File: config.mk
export PLATFORM = sky130hd
export DESIGN_NAME = darkbtn
export DESIGN_NICKNAME = d
export VERILOG_FILES = /design/src/rtl/darkbtn_pkg.sv /design/src/rtl/darkbtn_debounce.sv /design/src/rtl/darkbtn.sv
export SDC_FILE = /design/constraint.sdc
export NUM_CORES = 1
export LEC_CHECK = 0
export BUFFER_PORTS_ARGS = -buffer_cell sky130_fd_sc_hd__buf_2
export CAP_MARGIN = 15
export CORE_ASPECT_RATIO = 0.6
export CORE_UTILIZATION = 55
export CTS_BUF_LIST = sky130_fd_sc_hd__clkbuf_2
export CTS_CLUSTER_SIZE = 40
export DETAILED_ROUTE_END_ITERATION = 12
export PLACE_DENSITY = 0.86
export SLEW_MARGIN = 20
export SYNTH_ARGS = -nofsm -noshare
export SYNTH_HDL_FRONTEND = slang
export SYNTH_HIERARCHICAL = 1
export SYNTH_SLANG_ARGS = --single-unit
File: constraint.sdc
create_clock -name XCLK -period 3.8 [get_ports XCLK]
set_input_delay 0.57 -clock XCLK [delete_from_list [all_inputs] [get_ports XCLK]]
set_output_delay 0.57 -clock XCLK [all_outputs]
set_load 0.05 [all_outputs]
File: src/rtl/darkbtn_pkg.sv
// darkbtn_pkg: register map and ID word shared by the darkbtn input peripheral.
`default_nettype none

package darkbtn_pkg;

  typedef enum logic [1:0] {
    BTN_ADDR_LEVEL = 2'd0,
    BTN_ADDR_EVENT = 2'd1,
    BTN_ADDR_RAW   = 2'd2,
    BTN_ADDR_ID    = 2'd3
  } btn_addr_e;

  localparam logic [7:0] BTN_ID_MAGIC   = 8'hB7;
  localparam logic [7:0] BTN_ID_VERSION = 8'h01;

  // ID word: {8'hB7, N[3:0], 4'h0, N[7:0], version}; never zero because of the magic byte.
  function automatic logic [31:0] btn_id(input int n);
    logic [31:0] nv;
    nv = n;
    return {BTN_ID_MAGIC, nv[3:0], 4'h0, nv[7:0], BTN_ID_VERSION};
  endfunction

endpackage

`default_nettype wire

File: src/rtl/darkbtn_debounce.sv
// darkbtn_debounce: one input channel -- 2-flop synchronizer, debounce counter,
// committed stable level and one-cycle rise/fall pulses coincident with the commit edge.
`default_nettype none

module darkbtn_debounce #(
  parameter int DEBOUNCE_CYCLES = 250000
) (
  input  logic clk,
  input  logic rst,
  input  logic btn,
  output logic sync,
  output logic stable,
  output logic rise,
  output logic fall
);

  localparam int              CW       = $clog2(DEBOUNCE_CYCLES);
  localparam logic [CW-1:0]   CNT_LAST = CW'(DEBOUNCE_CYCLES - 1);

  logic          r_meta;
  logic          r_sync;
  logic          r_stable;
  logic [CW-1:0] r_cnt;
  logic          w_differ;
  logic          w_commit;

  assign w_differ = r_sync ^ r_stable;
  assign w_commit = w_differ && (r_cnt == CNT_LAST);

  always_ff @(posedge clk or posedge rst) begin
    if (rst) begin
      r_meta   <= 1'b0;
      r_sync   <= 1'b0;
      r_stable <= 1'b0;
      r_cnt    <= '0;
    end else begin
      r_meta <= btn;
      r_sync <= r_meta;
      // Any return to the stable value restarts the qualification window.
      if (!w_differ) begin
        r_cnt <= '0;
      end else if (w_commit) begin
        r_stable <= r_sync;
        r_cnt    <= '0;
      end else begin
        r_cnt <= r_cnt + 1'b1;
      end
    end
  end

  assign sync   = r_sync;
  assign stable = r_stable;
  assign rise   = w_commit &  r_sync;
  assign fall   = w_commit & ~r_sync;

endmodule

`default_nettype wire

File: src/rtl/darkbtn.sv
// darkbtn: debounced button/switch peripheral with sticky event flags and a one-cycle read ack.
// Optional DARKBTN_IRQ_EN adds a registered irq output asserted while any event flag is set.
`default_nettype none

module darkbtn
  import darkbtn_pkg::*;
#(
  parameter int N_BTN           = 4,
  parameter int DEBOUNCE_CYCLES = 250000
) (
  input  logic             XCLK,
  input  logic             XRES,
  input  logic [N_BTN-1:0] btn,
  input  logic             rd,
  input  logic [1:0]       addr,
  output logic [31:0]      rdata,
  output logic             ack
`ifdef DARKBTN_IRQ_EN
  ,
  output logic             irq
`endif
);

  localparam logic [31:0] C_ID_WORD = btn_id(N_BTN);

  logic [N_BTN-1:0] w_sync;
  logic [N_BTN-1:0] w_stable;
  logic [N_BTN-1:0] w_rise_set;
  logic [N_BTN-1:0] w_fall_set;
  logic [N_BTN-1:0] r_rise;
  logic [N_BTN-1:0] r_fall;
  logic             w_evt_clr;
  logic [31:0]      w_rdata;

  genvar gi;
  generate
    for (gi = 0; gi < N_BTN; gi++) begin : g_chan
      darkbtn_debounce #(
        .DEBOUNCE_CYCLES(DEBOUNCE_CYCLES)
      ) u_deb (
        .clk   (XCLK),
        .rst   (XRES),
        .btn   (btn[gi]),
        .sync  (w_sync[gi]),
        .stable(w_stable[gi]),
        .rise  (w_rise_set[gi]),
        .fall  (w_fall_set[gi])
      );
    end
  endgenerate

  assign w_evt_clr = rd && (addr == BTN_ADDR_EVENT);

  // Clear-on-read drops the returned flags, but a set on the same edge wins.
  always_ff @(posedge XCLK or posedge XRES) begin
    if (XRES) begin
      r_rise <= '0;
      r_fall <= '0;
    end else begin
      r_rise <= w_rise_set | (w_evt_clr ? '0 : r_rise);
      r_fall <= w_fall_set | (w_evt_clr ? '0 : r_fall);
    end
  end

  always_comb begin
    w_rdata = '0;
    case (btn_addr_e'(addr))
      BTN_ADDR_LEVEL: w_rdata[N_BTN-1:0] = w_stable;
      BTN_ADDR_EVENT: begin
        w_rdata[N_BTN-1:0]  = r_rise;
        w_rdata[8 +: N_BTN] = r_fall;
      end
      BTN_ADDR_RAW:   w_rdata[N_BTN-1:0] = w_sync;
      BTN_ADDR_ID:    w_rdata = C_ID_WORD;
      default:        w_rdata = '0;
    endcase
  end

  always_ff @(posedge XCLK or posedge XRES) begin
    if (XRES) begin
      rdata <= '0;
      ack   <= 1'b0;
    end else begin
      rdata <= rd ? w_rdata : '0;
      ack   <= rd;
    end
  end

`ifdef DARKBTN_IRQ_EN
  always_ff @(posedge XCLK or posedge XRES) begin
    if (XRES) begin
      irq <= 1'b0;
    end else begin
      irq <= |{r_rise, r_fall};
    end
  end
`endif

endmodule

`default_nettype wire

==> impl_metrics.json <==
{
  "yosys.cell_count.top_type": "dfrtp_1",
  "end_kind": "flip-flop",
  "grt_setup_unrepaired": "no",
  "port_buffers": 24,
  "switching_power_mw": 0.4932,
  "synthArstFlopShare_pct": 100.0,
  "max-vdd-ir-drop_v": 0.0001511,
  "tightest_slew_ns": 0.8008,
  "synth_area_leaders": "dfrtp_1 (51%), xnor2_1 (7.0%), nor2_1 (5.9%)",
  "coreArea_um2": 8653,
  "endpoint": "g_chan[1].u_deb/r_cnt[14]",
  "worstPathRequired_ns": 4.26,
  "timing.rr.start": "g_chan[1].u_deb/r_cnt[0]",
  "p_leak_nw": 2.410,
  "clkPwrFrac_pct": 29.6,
  "grtUsageTotal_pct": 21.05,
  "p_int_mw": 1.294,
  "drv_cap": 0,
  "ys_ff_latch": 102,
  "path_max_fanout": 17,
  "grt_start_max_net_pins": 22,
  "post-route-cell-area_um2": 5275,
  "fmax_mhz": 510.5,
  "final.setup.tns_ns": 0,
  "synthCells": 479,
  "power_density_nw_per_um2": 338.8,
  "multiInputGateArea_um2": 2273,
  "fin_ws_ns": 1.841,
  "critPathLaunch": "g_chan[1].u_deb/r_cnt[0]",
  "relSlewSlack_pct": 46.56,
  "synthToLayoutAreaGrowth_pct": 5.426,
  "antenna_found_initial": 0,
  "num_vias": 3499,
  "fin_cells": 620,
  "ant_nets": 0,
  "die_w_um": 125.1,
  "clock_latency_ns": 0.58,
  "r2r_setup_slack_ns": 1.84,
  "routedWlPerCell_um": 15.00,
  "outcome": "finished, final reports clean",
  "tritoncts": "done",
  "r2r_end": "g_chan[1].u_deb/r_cnt[14]",
  "critical_path_class": "reg2reg",
  "setup-violations-final": 0,
  "wirelength_um": 9299,
  "firstDrtPassIters": 7,
  "ios": 42,
  "clock-sinks": 102,
  "clock_path_buffers": 2,
  "layout-drive-gt1-share_pct": 10.63,
  "dp_cells": 601,
  "place_hpwl_um": 6810,
  "yosysSeqAreaShare_pct": 51.01,
  "slew_viol_final": 0,
  "final_core_util_pct": 60.96,
  "cts_buffers": 9,
  "grt_first_pass_wirelength_um": 15190,
  "seqCellArea_um2": 2552,
  "synth_edf_count": 0,
  "avgSynthCellArea_um2": 10.45,
  "arrival_ns": 2.42,
  "first_global_vias": 3212,
  "timing.final.crit_share_pct": 51.55,
  "crit_path_start_kind": "flip-flop",
  "die_h_um": 75.88,
  "nFillCells": 716,
  "die_area_um2": 9495,
  "yosys-top-cells-count": "dfrtp_1 (102), nor2_1 (79), xnor2_1 (40)",
  "rows": 26,
  "yosys.area.top_type": "dfrtp_1",
  "cts-root-buf": "clkbuf_2",
  "finalHoldViolCount": 0,
  "p_comb_share_pct": 7.6,
  "drt-vias-per-instance": 5.644,
  "cts.htree.levels": 3,
  "post-route-drc-count": 0,
  "synth_top_cell_area_share_pct": 51.01,
  "syn_area_um2": 5004,
  "synth.yosys.warnings": 6,
  "synth_ff_type": "dfrtp_1",
  "fin_nets": 516,
  "n_antenna_cell": 0,
  "post_cts_buffers": 0,
  "clk_pin_slew_worst_paths_ns": 0.28,
  "grt-ovfl-total": 0,
  "drtIter0Drc": 356,
  "switching_share_pct": 27.60,
  "pwr-share-seq_pct": 62.8,
  "finalClockSkew_ns": 0.02912,
  "reg2regPathDepth": 5,
  "place_area_um2": 5105,
  "pre_cts_slack_ns": 1.494,
  "gp_congestion": 0.9187,
  "initial_core_util_pct": 57.82,
  "hold_path_class": "in2async",
  "synth_cell_types": 37,
  "layout_min_cycle_time_ns": 1.959
}
## flip-flops by register name (all words and copies together), names as in the netlist
| name | cells |
|---|---|
| g_chan.u_deb/stable | 4 |
| g_chan.u_deb/sync | 4 |
| r_fall | 4 |
| g_chan.u_deb/r_meta | 4 |
| ack | 1 |
| r_rise | 4 |
| rdata | 9 |
| g_chan.u_deb/r_cnt | 72 |
## repair_timing
item,in CTS,in global routing
hold buffers,0,3
endpoints found under the hold margin,0,3
gates resized for setup,0,0
## cell families after synthesis
group / after synthesis / share of synthesized area, %
mux: 4 / 0.8002
other cells: 1 / 0.07495
fa+ha+maj: 4 / 1.000
flops: 102 / 51.01
xor+xnor: 64 / 11.20
compound gates: 29 / 3.901
buf+inv: 39 / 5.051
simple gates: 236 / 26.96
## placed cells by master (no fill, tap or decap), drive strengths merged, types with 2 or more instances in the layout
cell type,count
o21ai,5
nor2,79
inv,12
or4,4
clkinv,2
o21bai,4
o31ai,4
ha,4
nand4,24
buf,24
nor4b,4
clkbuf,9
nand2,25
nor3,8
and2,7
xnor2,40
a21oi,4
and4,12
nor4,20
dlygate4sd3,3
a21o,12
mux2i,4
and3,5
xor2,24
nor2b,4
or3,8
nand3b,3
nor4bb,4
conb,17
nand3,24
dfrtp,102
nand4bb,4
## worst min-delay path by stage
stage | start | endpoint | slack [ns] | cells past startpoint
CTS | btn[1] | g_chan[1].u_deb/r_meta | 0.02 | 1
global placement | g_chan[1].u_deb/r_meta | g_chan[1].u_deb/sync | 0.33 | 0
global route | btn[3] | g_chan[3].u_deb/r_meta | 0.02 | 1
detailed placement | g_chan[1].u_deb/r_meta | g_chan[1].u_deb/sync | 0.34 | 0
floorplan | g_chan[0].u_deb/r_meta | g_chan[0].u_deb/sync | 0.33 | 0
finish | XRES | rdata[10] | 0.07 | 2
## critical path, stage by stage, from the launching register on
cell and delay (ns):
dfrtp_1 0.45, ha_1 0.24, and3_1 0.22, nand4bb_1 0.18
o21bai_2 0.61, nor2_1 0.13
## layer usage
metal | track usage (%) | part of all wire (%) | routed length, um
met1 | 28.64 | 49 | 4530
met2 | 33.83 | 45 | 4213
met3 | 5.407 | 5.1 | 476
met4 | 6.775 | 0.85 | 79
met5 | 0 | 0 | 0
## area by class of cell
type                            instances  share of cell area, %
Multi-Input combinational cell        354                  43.10
Tap cell                              112                  2.657
Inverter                                9                 0.6404
Timing Repair Buffer                   27                  2.846
Clock buffer                            9                 0.8539
Sequential cell                       102                  48.39
Clock inverter                          7                  1.518
## power groups by stage
stage / logic, mW / clock network (mW) / registers (mW)
5_1_grt: 0.150 / 0.584 / 1.13
6_report: 0.137 / 0.528 / 1.12
4_1_cts: 0.135 / 0.552 / 1.12
3_5_place_dp: 0.135 / 0 / 1.14
2_1_floorplan: 0.119 / 0 / 1.15
3_3_place_gp: 0.131 / 0 / 1.14
## metrics by stage
step           total power [mW]  hold WS (ns)
2_1_floorplan             1.265        0.3312
6_report                  1.787       0.07220
3_5_place_dp              1.275        0.3395
4_1_cts                   1.809       0.01958
3_3_place_gp              1.270        0.3345
5_1_grt                   1.860       0.01670
Power figures use the tool's default switching activity.
